## src/rtl/spi_slave_pkg.sv

```systemverilog
// Shared types and helpers for the SPI slave responder.
package spi_slave_pkg;
  typedef enum logic {IDLE, ACTIVE} state_e;

  function automatic int clog2(input int n);
    int r;
    r = 1;
    while ((1 << r) < n) r++;
    return r;
  endfunction
endpackage

```

## src/rtl/spi_slave_responder_if.sv

```systemverilog
// Pad-side SPI pins plus TX/RX character streams of the SPI slave responder.
interface spi_slave_responder_if #(
  parameter int SS_NB    = 8,
  parameter int CHAR_LEN = 8
);
  logic [SS_NB-1:0]    ss_pad_i;
  logic                sclk_pad_i;
  logic                mosi_pad_i;
  logic                miso_pad_o;
  logic [CHAR_LEN-1:0] tx_data_i;
  logic                tx_valid_i;
  logic                tx_ready_o;
  logic [CHAR_LEN-1:0] rx_data_o;
  logic                rx_valid_o;
  logic                rx_ready_i;
  logic                rx_overrun_o;
  logic                tx_underrun_o;
  logic                frame_abort_o;
  logic                busy_o;

  modport slave (
    input  ss_pad_i, sclk_pad_i, mosi_pad_i, tx_data_i, tx_valid_i, rx_ready_i,
    output miso_pad_o, tx_ready_o, rx_data_o, rx_valid_o, rx_overrun_o,
           tx_underrun_o, frame_abort_o, busy_o
  );
  modport master (
    output ss_pad_i, sclk_pad_i, mosi_pad_i, tx_data_i, tx_valid_i, rx_ready_i,
    input  miso_pad_o, tx_ready_o, rx_data_o, rx_valid_o, rx_overrun_o,
           tx_underrun_o, frame_abort_o, busy_o
  );
endinterface

```

## src/rtl/spi_pin_sync.sv

```systemverilog
// Two-flop synchroniser for one pad input plus a flop for rise/fall detection.
module spi_pin_sync #(
  parameter logic RST_VAL = 1'b0
) (
  input  logic clk,
  input  logic rst_n,
  input  logic d,
  output logic q,
  output logic rise,
  output logic fall
);
  logic [2:0] s;

  always_ff @(posedge clk or negedge rst_n)
    if (!rst_n) s <= {3{RST_VAL}};
    else        s <= {s[1:0], d};

  assign q    = s[1];
  assign rise = s[1] & ~s[2];
  assign fall = ~s[1] & s[2];
endmodule

```

## src/rtl/spi_slave_responder.sv

```systemverilog
// Oversampling SPI slave: deserialises MOSI to a valid/ready RX port and
// serialises characters from a one-deep TX buffer onto MISO.
module spi_slave_responder
  import spi_slave_pkg::*;
#(
  parameter int SS_NB     = 8,
  parameter int SS_SEL    = 0,
  parameter int CHAR_LEN  = 8,
  parameter int CPOL      = 0,
  parameter int CPHA      = 0,
  parameter int LSB_FIRST = 0,
  parameter logic [CHAR_LEN-1:0] TX_IDLE = '1
) (
  input logic wb_clk_i,
  input logic wb_rst_n_i,
  spi_slave_responder_if.slave bus
);
  localparam int CW  = clog2(CHAR_LEN);
  localparam int SEL = (SS_SEL < SS_NB) ? SS_SEL : 0;
  localparam logic [CW-1:0] LAST = CW'(CHAR_LEN - 1);
  // ss idles deasserted and sclk at its idle level so reset release creates no edges
  localparam logic [2:0] SYNC_RST = {1'b1, CPOL != 0, 1'b0};

  logic [2:0] pin_d, pin_q, pin_rise, pin_fall;
  assign pin_d = {bus.ss_pad_i[SEL], bus.sclk_pad_i, bus.mosi_pad_i};

  for (genvar i = 0; i < 3; i++) begin : g_sync
    spi_pin_sync #(.RST_VAL(SYNC_RST[i])) u_sync (
      .clk(wb_clk_i), .rst_n(wb_rst_n_i), .d(pin_d[i]),
      .q(pin_q[i]), .rise(pin_rise[i]), .fall(pin_fall[i])
    );
  end

  logic unused_edges;
  assign unused_edges = ^{pin_rise[2], pin_fall[2], pin_rise[0], pin_fall[0], pin_q[1]};

  logic ss_n, mosi_s, lead, trail, smp, drv;
  assign ss_n   = pin_q[2];
  assign mosi_s = pin_q[0];
  assign lead   = (CPOL != 0) ? pin_fall[1] : pin_rise[1];
  assign trail  = (CPOL != 0) ? pin_rise[1] : pin_fall[1];
  assign smp    = (CPHA != 0) ? trail : lead;
  assign drv    = (CPHA != 0) ? lead  : trail;

  state_e              state;
  logic [CHAR_LEN-1:0] tx_buf, tx_shift, rx_shift, rx_data, load_word, rx_word;
  logic [CW-1:0]       bit_cnt;
  logic                tx_full, rx_valid, miso, rx_overrun, tx_underrun, frame_abort;
  logic                load, tx_acc;

  function automatic logic first_bit(input logic [CHAR_LEN-1:0] w);
    return (LSB_FIRST != 0) ? w[0] : w[CHAR_LEN-1];
  endfunction

  function automatic logic [CHAR_LEN-1:0] shift_out(input logic [CHAR_LEN-1:0] w);
    return (LSB_FIRST != 0) ? (w >> 1) : (w << 1);
  endfunction

  assign tx_acc    = bus.tx_valid_i && !tx_full;
  assign load_word = tx_full ? tx_buf : TX_IDLE;
  assign rx_word   = (LSB_FIRST != 0) ? {mosi_s, rx_shift[CHAR_LEN-1:1]}
                                      : {rx_shift[CHAR_LEN-2:0], mosi_s};
  assign load      = !ss_n && ((state == IDLE) || (smp && bit_cnt == LAST));

  always_ff @(posedge wb_clk_i or negedge wb_rst_n_i) begin
    if (!wb_rst_n_i) begin
      state       <= IDLE;
      tx_buf      <= '0;
      tx_full     <= 1'b0;
      tx_shift    <= '0;
      rx_shift    <= '0;
      rx_data     <= '0;
      rx_valid    <= 1'b0;
      bit_cnt     <= '0;
      miso        <= 1'b0;
      rx_overrun  <= 1'b0;
      tx_underrun <= 1'b0;
      frame_abort <= 1'b0;
    end else begin
      rx_overrun  <= 1'b0;
      tx_underrun <= 1'b0;
      frame_abort <= 1'b0;
      if (tx_acc) begin
        tx_buf  <= bus.tx_data_i;
        tx_full <= 1'b1;
      end
      if (rx_valid && bus.rx_ready_i) rx_valid <= 1'b0;

      case (state)
        IDLE: begin
          miso <= 1'b0;
          if (!ss_n) state <= ACTIVE;
        end
        ACTIVE: begin
          if (ss_n) begin
            state    <= IDLE;
            miso     <= 1'b0;
            bit_cnt  <= '0;
            rx_shift <= '0;
            tx_shift <= '0;
            if (bit_cnt != '0) frame_abort <= 1'b1;
          end else begin
            if (smp) begin
              rx_shift <= rx_word;
              bit_cnt  <= bit_cnt + 1'b1;
              // an accept in this same cycle frees the slot for the new word
              if (bit_cnt == LAST) begin
                if (!rx_valid || bus.rx_ready_i) begin
                  rx_data  <= rx_word;
                  rx_valid <= 1'b1;
                end else rx_overrun <= 1'b1;
              end
            end
            // CPHA=0: the trailing edge right after a load still belongs to the old char
            if (drv && (CPHA != 0 || bit_cnt != '0)) begin
              miso     <= first_bit(tx_shift);
              tx_shift <= shift_out(tx_shift);
            end
          end
        end
        default: state <= IDLE;
      endcase

      if (load) begin
        bit_cnt     <= '0;
        tx_underrun <= !tx_full;
        if (tx_full) tx_full <= 1'b0;
        if (CPHA != 0) tx_shift <= load_word;
        else begin
          tx_shift <= shift_out(load_word);
          miso     <= first_bit(load_word);
        end
      end
    end
  end

  assign bus.miso_pad_o    = miso;
  assign bus.tx_ready_o    = !tx_full;
  assign bus.rx_data_o     = rx_data;
  assign bus.rx_valid_o    = rx_valid;
  assign bus.rx_overrun_o  = rx_overrun;
  assign bus.tx_underrun_o = tx_underrun;
  assign bus.frame_abort_o = frame_abort;
  assign bus.busy_o        = (state == ACTIVE);
endmodule

```

## src/flat_wrapper.sv

```systemverilog
// flat-port wrapper written by rule: the top's interface ports become plain ports
module spi_slave_responder_flat import spi_slave_pkg::*;
#(
  parameter int SS_NB     = 8,
  parameter int SS_SEL    = 0,
  parameter int CHAR_LEN  = 8,
  parameter int CPOL      = 0,
  parameter int CPHA      = 0,
  parameter int LSB_FIRST = 0,
  parameter logic [CHAR_LEN-1:0] TX_IDLE = '1
)
  (wb_clk_i, wb_rst_n_i, bus_ss_pad_i, bus_sclk_pad_i, bus_mosi_pad_i, bus_tx_data_i, bus_tx_valid_i, bus_rx_ready_i, bus_miso_pad_o, bus_tx_ready_o, bus_rx_data_o, bus_rx_valid_o, bus_rx_overrun_o, bus_tx_underrun_o, bus_frame_abort_o, bus_busy_o);
  spi_slave_responder_if #(.SS_NB(SS_NB), .CHAR_LEN(CHAR_LEN)) bus_i ();
  input logic wb_clk_i;
  input logic wb_rst_n_i;
  input wire logic [$bits(bus_i.ss_pad_i)-1:0] bus_ss_pad_i;
  input wire logic [$bits(bus_i.sclk_pad_i)-1:0] bus_sclk_pad_i;
  input wire logic [$bits(bus_i.mosi_pad_i)-1:0] bus_mosi_pad_i;
  input wire logic [$bits(bus_i.tx_data_i)-1:0] bus_tx_data_i;
  input wire logic [$bits(bus_i.tx_valid_i)-1:0] bus_tx_valid_i;
  input wire logic [$bits(bus_i.rx_ready_i)-1:0] bus_rx_ready_i;
  output wire logic [$bits(bus_i.miso_pad_o)-1:0] bus_miso_pad_o;
  output wire logic [$bits(bus_i.tx_ready_o)-1:0] bus_tx_ready_o;
  output wire logic [$bits(bus_i.rx_data_o)-1:0] bus_rx_data_o;
  output wire logic [$bits(bus_i.rx_valid_o)-1:0] bus_rx_valid_o;
  output wire logic [$bits(bus_i.rx_overrun_o)-1:0] bus_rx_overrun_o;
  output wire logic [$bits(bus_i.tx_underrun_o)-1:0] bus_tx_underrun_o;
  output wire logic [$bits(bus_i.frame_abort_o)-1:0] bus_frame_abort_o;
  output wire logic [$bits(bus_i.busy_o)-1:0] bus_busy_o;
  assign bus_i.ss_pad_i = bus_ss_pad_i;
  assign bus_i.sclk_pad_i = bus_sclk_pad_i;
  assign bus_i.mosi_pad_i = bus_mosi_pad_i;
  assign bus_i.tx_data_i = bus_tx_data_i;
  assign bus_i.tx_valid_i = bus_tx_valid_i;
  assign bus_i.rx_ready_i = bus_rx_ready_i;
  assign bus_miso_pad_o = bus_i.miso_pad_o;
  assign bus_tx_ready_o = bus_i.tx_ready_o;
  assign bus_rx_data_o = bus_i.rx_data_o;
  assign bus_rx_valid_o = bus_i.rx_valid_o;
  assign bus_rx_overrun_o = bus_i.rx_overrun_o;
  assign bus_tx_underrun_o = bus_i.tx_underrun_o;
  assign bus_frame_abort_o = bus_i.frame_abort_o;
  assign bus_busy_o = bus_i.busy_o;
  spi_slave_responder #(.SS_NB(SS_NB), .SS_SEL(SS_SEL), .CHAR_LEN(CHAR_LEN), .CPOL(CPOL), .CPHA(CPHA), .LSB_FIRST(LSB_FIRST), .TX_IDLE(TX_IDLE)) u_core (.wb_clk_i(wb_clk_i), .wb_rst_n_i(wb_rst_n_i), .bus(bus_i));
endmodule
```

## config.mk

```make
export PLATFORM = sky130hd
export DESIGN_NAME = spi_slave_responder_flat
export DESIGN_NICKNAME = d
export VERILOG_FILES = /design/src/rtl/spi_slave_pkg.sv /design/src/rtl/spi_slave_responder_if.sv /design/src/rtl/spi_pin_sync.sv /design/src/rtl/spi_slave_responder.sv /design/src/flat_wrapper.sv
export SDC_FILE = /design/constraint.sdc
export NUM_CORES = 1
export LEC_CHECK = 0
export CORE_UTILIZATION = 50
export DETAILED_ROUTE_END_ITERATION = 8
export PLACE_DENSITY = 0.77
export SLEW_MARGIN = 25
export SYNTH_ARGS = -nofsm -noshare
export SYNTH_HDL_FRONTEND = slang
export SYNTH_SLANG_ARGS = --single-unit
```

## constraint.sdc

```tcl
create_clock -name wb_clk_i -period 2.5 [get_ports wb_clk_i]
set_input_delay 0.5 -clock wb_clk_i [delete_from_list [all_inputs] [get_ports wb_clk_i]]
set_output_delay 0.5 -clock wb_clk_i [all_outputs]
set_load 0.005 [all_outputs]
```

==> Word level (Yosys, flattened, before mapping) <==
Cells that the tools add are included.
{ "word_totals": {"reg_bits": 48, "inputBits": 22, "output_inout_bits": 15, "elab_cells": 77} }
{ "classes": {"add_sub_neg": 1, "n_eq_ne": 2, "n_mux": 34, "bitwise_logic": 6, "n_reduce_logical": 19} }
{ "op_table": {"columns": ["op", "n"], "rows": [
  ["two-way mux 8 bit", 5],
  ["two-way mux 1 bit", 22],
  ["two-way mux 7 bit", 2],
  ["two-way mux 3 bit", 4],
  ["nonzero test 3 bit", 3],
  ["AND reduction 2 bit", 3],
  ["logical AND 1 bit", 5],
  ["AND reduction 5 bit", 1],
  ["inequality test 4 bit, second input constant", 1],
  ["NOT 1 bit", 4],
  ["nonzero test 2 bit", 2],
  ["adder 3 x 1 -> 3 bit, second input constant", 1],
  ["== test 3 bit, second input constant", 1],
  ["zero test 1 bit", 3],
  ["bitwise AND 1 bit", 2],
  ["logical OR 1 bit", 2],
  ["case mux 1 bit (2 select lines)", 1]
]} }

==> Longest topological paths before layout <==
{ "logic_depth": {"depth_word": 7, "mapped_depth": 7, "mapped_depth_nobuf": 6} }

==> By module <==
Synthesis repeated with hierarchy kept, for this count alone.
{ "unflattened": {"cells_unflattened": 162, "hier_area_um2": 2011.9} }
{ "modules_own_cells": {"columns": ["mod", "n_inst", "cells_per_inst", "area_each_um2", "seq_area_each_um2"], "rows": [
  ["spi_slave_responder", 1, 147, 1737.9, 1001.0],
  ["spi_pin_sync (u_core.g_sync[0].u_sync ...)", 2, 5, 90.1, 75.1],
  ["spi_pin_sync (u_core.g_sync[2].u_sync)", 1, 5, 93.8, 78.8]
]} }

==> Worst setup path after synthesis <==
No wires, ideal clock.
{ "synth_timing": {"kind": "reg2reg", "start": "register u_core.bit_cnt[0]", "end": "register u_core.rx_data[0], in the netlist u_core.bus.rx_data_o[0]", "setup_time_ps": 125, "arrival_ps": 1675, "required_time_ps": 2375, "path_slack_ps": 701, "path_stages_with_launch": 8, "path_buffers": 1, "synth_period_minus_slack_ps": 1799, "cell_sequence": "dfrtp_1 > ha_1 > ha_1 > nand3b_4 > or2_4 > nor2b_2 > buf_6 > mux2_2"} }
{ "synth_between": {"elab_chain_cells": 2} }
{ "synth_rtl": {"columns": ["item", "line_no", "rtl"], "rows": [
  ["start: declaration", "spi_slave_responder.sv:47", "logic [CW-1:0] bit_cnt;"],
  ["start signal: assignment", "spi_slave_responder.sv:105", "bit_cnt <= bit_cnt + 1'b1;"],
  ["== test 3 bit", "spi_slave_responder.sv:107", "if (bit_cnt == LAST) begin"],
  ["AND reduction 5 bit (no source line)", null, null],
  ["end signal: assignment", "spi_slave_responder.sv:109", "rx_data <= rx_word;"],
  ["end: declaration", "spi_slave_responder.sv:46", "logic [CHAR_LEN-1:0] tx_buf, tx_shift, rx_shift, rx_data, load_word, rx_word;"]
]} }
No other way between the ends.
A chain may end at the register's enable or synchronous reset.

==> Worst setup path in the final report <==
{ "layout_timing": {"start": "register u_core.bit_cnt[1]", "end": "register u_core.rx_data[1], in the netlist u_core.bus.rx_data_o[1]"} }
Same word-level chain as after synthesis.

==> summary.md <==
| Metric | Value |
|---|---|
| Flip-flop and latch count after synthesis | 47 |
| Cell type with the largest total area after synthesis | sky130_fd_sc_hd__dfrtp_1 |
| Area of the die | 4233 um^2 |
| Buffer depth of the longest clock path | 2 |
| Number of warning messages in the yosys log | 0 |
| Die span in x | 65.06 um |
| Relative contribution of sequential cells to total power | 56.5% |
| Placement Cell Area | 2311 um^2 |
| Top post-synthesis cells by count | 45 x sky130_fd_sc_hd__dfrtp_1, 22 x sky130_fd_sc_hd__mux2_2, 10 x sky130_fd_sc_hd__o2bb2ai_1 |
| Largest net degree at the start of global routing | 26 |
| Mean routed wirelength per cell | 15.09 um |
| Slew HR | 65.88% |
| Global-route wire length before repair | 5775 um |
| Layout area overhead | 20.83% |
| PD cells | 675.3 nW/um^2 |
| Setup repair after global routing missed its margin | no |
| Half-perimeter wire length of the detailed placement result | 2500 um |
| Endpoint kind of the worst setup timing path | flop |
| DRC viols | 0 |
| Switching power total | 0.3927 mW |
| Total nets after synthesis | 168 |
| Actual slew at the worst max-slew pin | 0.5118 ns |
| Leakage | 1.087 nW |
| Fraction of post-synthesis cell area in the top cell type by area | 56.64% |
| Fin nets | 201 |
| Diode count | 0 |
| Number of synthesized flops with an enable pin | 0 |
| Synthesized netlist cell count | 143 |
| Combinational power share | 15.1% |
| Worst setup path startpoint | u_core.bit_cnt[1] |
| Die outline height | 65.06 um |
| Number of antenna violations at the first check in global routing | 0 |
| Leading post-synthesis cells by cell area | sky130_fd_sc_hd__dfrtp_1 57%, sky130_fd_sc_hd__mux2_2 12%, sky130_fd_sc_hd__o2bb2ai_1 4.4%, sky130_fd_sc_hd__a22oi_1 2.6%, sky130_fd_sc_hd__dfstp_2 2.6% |
| Switching share of power | 24.21% |
| Maximum clock frequency | 470.3 MHz |
| Vias in the first global route | 1,224 |
| Internal Dissipation | 1.230 mW |
| Port Buffers | 29 |
| Number of cells on the worst reg-to-reg path | 6 |
| I/O Pins | 37 |
| Number of buffers added by the clock tree synthesis step | 5 |
| Share of synthesized area occupied by flip-flops and latches | 59.28% |
| Gr usage total | 18.51% |
| Outcome | complete, no violations |
| Std-Cell Core Area | 3744 um^2 |
| Crit path launch type | flop |
| Prevailing post-synth register cell | sky130_fd_sc_hd__dfrtp_1 |
| Number of vias per cell after detailed routing | 5.311 |
| Max-cap violations | 0 |
| Number of standard-cell rows in the floorplan | 22 |
| Clock transition at path regs | 0.09 ns |
| Post-Layout Inst Area | 2402 um^2 |
| Fraction of synthesis flops using an asynchronous set or reset pin | 100.0% |
| Root buffer cell | sky130_fd_sc_hd__clkbuf_8 |
| Count of buffers added by post-CTS timing repair for setup | 0 |
| Class of the most critical setup path | flop to flop |
| Data arrival time at the worst-slack endpoint | 2.30 ns |
| Length of the first detailed-routing pass in iterations | 4 |
| CTS tree | yes |
| Count of final hold-check violations | 0 |
| Number of hold buffers added after cts | 0 |
| Post-Synthesis Mean Instance Area | 13.90 um^2 |
| Count of routing violations after the opening detailed-route iteration | 62 |
| Post-route setup TNS | 0 ns |
| Post-CTS resize count | 0 |
| Highest fanout seen on the critical path | 8 |
| Global placer's final weighted congestion | 0.7594 |
| Fin. max-slew vios | 0 |
| Clock network power share | 28.4% |
| Routed via count | 1,195 |
| Final critical path time including I/O delays and setup | 2.126 ns |
| Post-synth design cell area | 1988 um^2 |
| Endpoint of the worst register-to-register path | u_core.bus.rx_data_o[1] |
| Final setup violation count | 0 |
| Initial standard-cell utilization of the core | 53.11% |
| Slack of the worst reg-to-reg path | 0.37 ns |
| Worst voltage drop across the vdd grid | 0.0004979 V |
| Launch instance of the worst register-to-register path | u_core.bit_cnt[1] |
| Path category of the worst min-delay check | input port to asynchronous set/reset pin |
| Required time at the endpoint of the critical path | 2.67 ns |
| Ratio of cells with drive above 1 in the final layout | 25.99% |
| Number of nets with antenna violations after detailed routing | 0 |
| Clock latency at the later pin of the worst-skew pair | 0.29 ns |
| Final WL | 3395 um |
| Cell with the most instances after synthesis | sky130_fd_sc_hd__dfrtp_1 |
| Remaining Overflow, GRT | 0 |
| Maximum level of the CTS H-tree | 2 |
| Library cells used by synthesis | 33 |
| Final period util | 85.05% |
| Total clock sinks | 47 |
| Clk_skew | 0.007540 ns |
critical path: stages (launching register included):
cell and delay (ns):
sky130_fd_sc_hd__dfrtp_1 0.42, sky130_fd_sc_hd__ha_1 0.18, sky130_fd_sc_hd__ha_1 0.27, sky130_fd_sc_hd__nand3b_4 0.11, sky130_fd_sc_hd__or2_4 0.27, sky130_fd_sc_hd__nor2b_2 0.37
sky130_fd_sc_hd__mux2_2 0.39
layer usage:
layer	routed length, um	part of all wire [%]	GRT usage [%]
met4	17	0.50	5.707
met2	1683	50	30.21
met3	78	2.3	4.754
met5	0	0	0
met1	1616	48	24.21
flip-flops by register name, summed over array words and instances (netlist names), 3 cells and up:
signal and flops:
u_core.bit_cnt 3, u_core.tx_buf 8, u_core.rx_shift 7, u_core.g_sync.u_sync.s 7, u_core.tx_shift 7, u_core.bus.rx_data_o 8
cell families (layout without fill, tap and decap cells):
kind of cell	after synthesis	in the layout	synth area share [%]
AOI/OAI and AO/OA	34	34	13.53
adders and majority gates	3	3	1.888
buffers and inverters	11	45	3.021
DFF	47	47	59.28
muxes	22	22	12.46
and+or+nand+nor	26	26	9.818
final cells by class:
| type | count | area [um^2] |
|---|---|---|
| sequential | 47 | 1179 |
| fill | 301 | 1341 |
| multi-input combinational | 85 | 749.5 |
| inverter | 6 | 22.52 |
| clock inverter | 1 | 5.005 |
| clock buffer | 7 | 86.33 |
| tap | 48 | 60.06 |
| timing repair buffer | 31 | 300.3 |
how the worst max path moves through the flow:
stage	end	slack (ns)	cells after the start
6_report	u_core.bus.rx_data_o[1]	0.37	6
5_1_grt	u_core.bus.rx_data_o[4]	0.21	6
4_1_cts	u_core.bus.rx_data_o[1]	0.36	6
3_5_place_dp	u_core.bus.rx_data_o[1]	0.37	6
3_3_place_gp	u_core.bus.rx_data_o[0]	0.45	6
2_1_floorplan	u_core.bus.rx_data_o[0]	0.70	7
cell usage in the layout, fill, tap and decap left out, drive strengths merged, types with 2 or more instances in the layout:
cell / n
a22o: 6
nor3b: 2
dfrtp: 45
dfstp: 2
inv: 6
clkdlybuf4s50: 28
clkbuf: 7
a21oi: 5
a22oi: 7
buf: 3
o2bb2ai: 10
ha: 3
o21ai: 4
nand3b: 2
nand2b: 4
nor2: 3
or2b: 6
nand2: 2
mux2: 22
nor2b: 3
metrics by stage:
stage / worst slack, ns / util, % / cells / hold WS [ns] / power (mW)
2_1_floorplan: 0.7006 / - / 143 / 0.2044 / 1.078
3_3_place_gp: 0.4531 / 61.73 / 217 / 0.3333 / 1.162
3_5_place_dp: 0.3716 / 61.73 / 217 / 0.3483 / 1.180
4_1_cts: 0.3569 / 64.17 / 225 / 0.1707 / 1.639
5_1_grt: 0.2105 / 64.17 / 225 / 0.1970 / 1.709
6_report: 0.3738 / 64.17 / 225 / 0.1727 / 1.622
power by group through the flow:
| stage | clock network, mW | registers (mW) | logic (mW) |
|---|---|---|---|
| after global placement | 0 | 0.924 | 0.237 |
| after global routing | 0.506 | 0.930 | 0.273 |
| final | 0.461 | 0.917 | 0.245 |
| after detailed placement | 0 | 0.930 | 0.250 |
| after CTS | 0.474 | 0.916 | 0.248 |
| after floorplan | 0 | 0.908 | 0.170 |
Note: power is estimated with default switching activity, not from simulation.
